## src/rtl/slc3_pkg.sv

```systemverilog
// Shared types and constants for the memory access unit.
package slc3_pkg;

    localparam int DATA_WIDTH = 16;

    typedef enum logic [1:0] {
        IDLE  = 2'd0,
        READ  = 2'd1,
        WRITE = 2'd2
    } mem_state_t;

endpackage

```

## src/rtl/load_reg.sv

```systemverilog
// Plain load-enable register with asynchronous active-low clear.
module load_reg #(
    parameter int WIDTH = 16
) (
    input  logic             clk,
    input  logic             reset,
    input  logic             load,
    input  logic [WIDTH-1:0] d,
    output logic [WIDTH-1:0] q
);

    // Capture d on a load, clear to zero while reset is low.
    always_ff @(posedge clk or negedge reset) begin
        if (!reset) begin
            q <= '0;
        end else if (load) begin
            q <= d;
        end
    end

endmodule

```

## src/rtl/mem_access_unit.sv

```systemverilog
// MAR/MDR pair plus a small sequencer that holds the memory enables for
// LATENCY cycles and strobes ready in the final cycle of each access.
//
//   state | meaning
//   IDLE  | no access; MAR/MDR loads and starts accepted
//   READ  | read of MAR in progress; MDR captures mem_rdata in last cycle
//   WRITE | write of MDR to MAR in progress
module mem_access_unit
    import slc3_pkg::mem_state_t;
    import slc3_pkg::IDLE;
    import slc3_pkg::READ;
    import slc3_pkg::WRITE;
#(
    parameter int DATA_WIDTH = slc3_pkg::DATA_WIDTH,
    parameter int LATENCY    = 3
) (
    input  logic                  clk,
    input  logic                  reset,
    input  logic [DATA_WIDTH-1:0] bus_data,
    input  logic                  ld_mar,
    input  logic                  ld_mdr,
    input  logic                  start_read,
    input  logic                  start_write,
    input  logic [DATA_WIDTH-1:0] mem_rdata,
    output logic [DATA_WIDTH-1:0] mar_out,
    output logic [DATA_WIDTH-1:0] mdr_out,
    output logic [DATA_WIDTH-1:0] mem_addr,
    output logic [DATA_WIDTH-1:0] mem_wdata,
    output logic                  mem_ce,
    output logic                  mem_we,
    output logic                  busy,
    output logic                  ready
);

    mem_state_t state, state_nxt;
    logic [3:0] count;
    logic       in_idle;
    logic       last_cycle;
    logic       start_any;
    logic       capture;
    logic       mdr_load;
    logic [DATA_WIDTH-1:0] mdr_d;

    assign in_idle    = (state == IDLE);
    assign last_cycle = !in_idle && (count == 4'd0);
    assign start_any  = in_idle && (start_read || start_write);
    assign capture    = (state == READ) && last_cycle;

    // MDR is fed from memory only on the read-capture edge; otherwise from the bus.
    assign mdr_d    = capture ? mem_rdata : bus_data;
    assign mdr_load = (in_idle && ld_mdr) || capture;

    load_reg #(.WIDTH(DATA_WIDTH)) u_mar (
        .clk   (clk),
        .reset (reset),
        .load  (in_idle && ld_mar),
        .d     (bus_data),
        .q     (mar_out)
    );

    load_reg #(.WIDTH(DATA_WIDTH)) u_mdr (
        .clk   (clk),
        .reset (reset),
        .load  (mdr_load),
        .d     (mdr_d),
        .q     (mdr_out)
    );

    assign mem_addr  = mar_out;
    assign mem_wdata = mdr_out;

    // State register.
    always_ff @(posedge clk or negedge reset) begin
        if (!reset) begin
            state <= IDLE;
        end else begin
            state <= state_nxt;
        end
    end

    // Access down-counter: loads on entry, terminal count marks the last cycle.
    always_ff @(posedge clk or negedge reset) begin
        if (!reset) begin
            count <= 4'd0;
        end else if (start_any) begin
            count <= 4'(LATENCY - 1);
        end else if (!in_idle && (count != 4'd0)) begin
            count <= count - 4'd1;
        end
    end

    // Next-state and per-state memory strobes; read wins over a coincident write.
    always_comb begin
        state_nxt = state;
        mem_ce    = 1'b0;
        mem_we    = 1'b0;
        busy      = 1'b0;
        ready     = 1'b0;
        case (state)
            IDLE: begin
                if (start_read) begin
                    state_nxt = READ;
                end else if (start_write) begin
                    state_nxt = WRITE;
                end
            end
            READ: begin
                mem_ce = 1'b1;
                busy   = 1'b1;
                ready  = last_cycle;
                if (last_cycle) state_nxt = IDLE;
            end
            WRITE: begin
                mem_ce = 1'b1;
                mem_we = 1'b1;
                busy   = 1'b1;
                ready  = last_cycle;
                if (last_cycle) state_nxt = IDLE;
            end
            default: state_nxt = IDLE;
        endcase
    end

endmodule

```

## config.mk

```make
export PLATFORM = sky130hd
export DESIGN_NAME = mem_access_unit
export DESIGN_NICKNAME = d
export VERILOG_FILES = /design/src/rtl/slc3_pkg.sv /design/src/rtl/load_reg.sv /design/src/rtl/mem_access_unit.sv
export SDC_FILE = /design/constraint.sdc
export NUM_CORES = 1
export LEC_CHECK = 0
export BUFFER_PORTS_ARGS = -buffer_cell sky130_fd_sc_hd__buf_2
export CORE_MARGIN = 3
export CORE_UTILIZATION = 48
export CTS_CLUSTER_SIZE = 30
export DETAILED_ROUTE_END_ITERATION = 6
export PLACE_DENSITY_LB_ADDON = 0.1
export RECOVER_POWER = 50
export SYNTH_ARGS = -nofsm -noshare
export SYNTH_HDL_FRONTEND = slang
export SYNTH_SLANG_ARGS = --single-unit
```

## constraint.sdc

```tcl
create_clock -name clk -period 2.7 [get_ports clk]
set_input_delay 0.405 -clock clk [delete_from_list [all_inputs] [get_ports clk]]
set_output_delay 0.405 -clock clk [all_outputs]
set_load 0.01 [all_outputs]
```

==> impl_metrics.py <==
metrics = {
    "outcome": {
        "status": "finished with violations",
        "violations": "max-capacitance violations, max-slew violations",
    },
    "worst_hold_path": {
        "min_path_type": "input port to register",
        "min_to": "u_mdr.q[12]",
        "holdCritStartpoint": "mem_rdata[12]",
        "hold_depth": 2,
    },
    "layout": {
        "insertedDiodeCount": 0,
        "layout.nets": 281,
        "final_area_sq_um": 2342,
        "syn2layout_area_growth_pct": 16.56,
        "drive_above_1_share_pct": 44.35,
    },
    "clocking": {
        "cts_root_buf": "clkbuf_8",
        "cts_hold_buffers": 0,
        "clkLatencyLatePin_ns": 0.28,
        "cts_tree": "done",
        "cts.path.max_buffers": 2,
        "clock_sinks": 38,
        "cts_buffers": 5,
        "cts_setup_buffers": 0,
        "cts_max_level": 2,
        "clk_pin_slew_ns": 0.07,
        "cts_resized": 0,
    },
    "floorplanning": {
        "die_h_um": 70.70,
        "placeableCoreArea_sq_um": 3854,
        "pin_count": 106,
        "die_w_um": 70.70,
        "start_util_pct": 52.14,
        "row_count": 22,
        "die_area_sq_um": 4998,
    },
    "timing": {
        "rsz0062_at_grt": "no",
        "setup_viol": 0,
        "finalSetupTns_ns": 0,
        "period_minus_slack_ns": 2.058,
        "fin_ws_ns": 0.6424,
        "fin_worst_skew_ns": 0.003551,
        "slew_violations": 39,
        "tightest_slew_ns": 1.979,
        "max-slew-margin-rel_pct": -31.96,
        "final_hold_viol_count": 0,
        "fin_crit_sh_pct": 76.21,
        "max_freq_mhz": 486.0,
    },
    "setup_path": {
        "cp_slowest_cell": "dfrtp_1",
        "cp_cell_sequence": "inv_1 > ha_1 > nor4b_4 > and2_2 > buf_2",
        "rr_endpoint": "u_mdr.q[8]",
        "worstReg2RegStart": "state[1]",
        "reg2reg_slack_ns": 0.71,
        "required_ns": 2.30,
        "worstPathArrival_ns": 1.65,
        "critPathMaxFanout": 5,
        "ff2ff_path_depth": 5,
        "critPathKind": "register to primary output",
        "max_stage_delay_ns": 0.38,
        "critPathLaunchType": "register",
        "end_kind": "primary output",
    },
    "run": {
        "drv_cap": 1,
    },
    "pwr": {
        "vdd.ir_drop.worst_mv": 0.6219,
        "leakage_nw": 1.209,
        "p_per_area_nw_per_um2": 1261,
        "p_total_mw": 2.954,
    },
    "placed_design": {
        "port_buffers": 105,
        "dp_hpwl_mm": 3.409,
        "gp_congestion": 0.8099,
        "dpl_worst_slack_ns": 0.7248,
        "placed_area_sq_um": 2295,
    },
    "yosys": {
        "yosysSeqAreaShare_pct": 47.32,
        "async_reset_ff_share_pct": 100.0,
        "synth_nets": 209,
        "yosysTopAreaCell": "dfrtp_1",
        "netlist.area_leader.share_pct": 47.32,
        "synthFlopType": "dfrtp_1",
        "yosysWarnings": 0,
        "synth_cell_types": 32,
        "syn_area_per_cell_sq_um": 12.10,
        "synth.most_common_cell": "dfrtp_1",
        "synthCells": 166,
        "synth_edf_count": 0,
        "netlist_top_cells_count": "38 x dfrtp_1, 33 x buf_4, 16 x and3_1, 16 x mux2_2, 10 x a221o_1",
        "syn_area_sq_um": 2009,
        "synth.area.top_cells": "dfrtp_1 47%, buf_4 12%, mux2_2 9.0%, a221o_1 5.0%, and3_1 5.0%",
        "yosys_register_bits": 38,
    },
    "route": {
        "post_drt_wl_per_cell_um": 16.14,
        "drc": 0,
        "drt_iter0_drc": 106,
        "via_count": 1534,
        "detail-route-antenna-nets": 0,
        "wl_mm": 4.633,
        "vias_per_cell": 5.345,
        "firstDrtPassIters": 6,
    },
    "global_route": {
        "antenna_found_initial": 0,
        "gr-usage-all-layers_pct": 19.18,
        "first_global_vias": 1556,
        "grt_first_pass_wirelength_mm": 7.707,
        "grt_max_degree": 39,
        "grt_overflow": 0,
    },
}
## critical path, delay by kind of cell (launching register included)
kind / cells / cell delay, ns
flip-flops: 1 / 0.38
adder cells (fa/ha/maj): 1 / 0.23
AND/OR/NAND/NOR: 2 / 0.56
buffers and inverters: 2 / 0.21
## power by group
group	internal (mW)	switching, mW
combinational	0.678	0.807
clock	0.206	0.193
sequential	0.847	0.222
## sequential cells by signal (all words and copies together) (netlist names)
name	flops
u_mar.q	16
u_mdr.q	16
count	4
state	2
## placed cells by master (no fill, tap or decap), types with 2 or more instances in the layout
master	netlist	routed
nor3_1	2	2
nor2_1	4	4
a221o_2	6	6
and3_1	16	16
clkbuf_8	0	6
inv_1	5	5
clkbuf_1	2	36
a21oi_1	2	2
a221o_1	10	10
o21ai_0	3	3
dfrtp_1	38	38
nor2b_1	2	2
ha_1	5	5
mux2_2	16	16
nor3b_1	2	2
buf_2	3	70
## worst max-delay path by stage
stage	startpoint	end	slack, ns	depth (start not counted)
2_1_floorplan	state[1]	state[1]	1.04	5
5_1_grt	reset	u_mdr.q[14]	0.41	1
3_3_place_gp	state[1]	u_mdr.q[3]	0.80	5
4_1_cts	state[1]	ready	0.63	5
3_5_place_dp	count[0]	u_mdr.q[8]	0.72	5
6_report	state[1]	ready	0.64	5
## area by class of cell
class,count,area [sq um]
Multi-Input combinational cell,82,732.0
Sequential cell,38,950.9
Inverter,5,18.77
Tap cell,48,60.06
Fill cell,364,1511
Clock buffer,7,86.33
Clock inverter,1,5.005
Timing Repair Buffer,106,489.2
## kinds of logic after synthesis
| family | after synthesis | share of synthesized area, % |
|---|---|---|
| compound gates | 27 | 12.76 |
| fa+ha+maj | 5 | 3.113 |
| buf+inv | 46 | 16.25 |
| flops | 38 | 47.32 |
| mux | 16 | 8.966 |
| simple gates | 34 | 11.58 |
## layer usage
metal  routed length (um)  GRT usage, %  share of wire (%)  up-vias
met5                    0             0                  0        -
met4                   29         5.428               0.63        0
met3                  433         6.392                9.3        2
met2                 2312         32.44                 50       69
met1                 1857         23.38                 40      752
li1                     -             -                  -      711
## metrics by stage
| step | hold slack (ns) | cells | utilization [%] |
|---|---|---|---|
| 6_report | 0.3479 | 287 | 60.78 |
| 5_1_grt | 0.3445 | 287 | 60.78 |
| 4_1_cts | 0.2560 | 287 | 61.92 |
| 3_5_place_dp | 0.5117 | 279 | 59.55 |
| 3_3_place_gp | 0.4993 | 279 | 59.55 |
| 2_1_floorplan | 0.1094 | 166 | - |
Power figures use the tool's default switching activity.
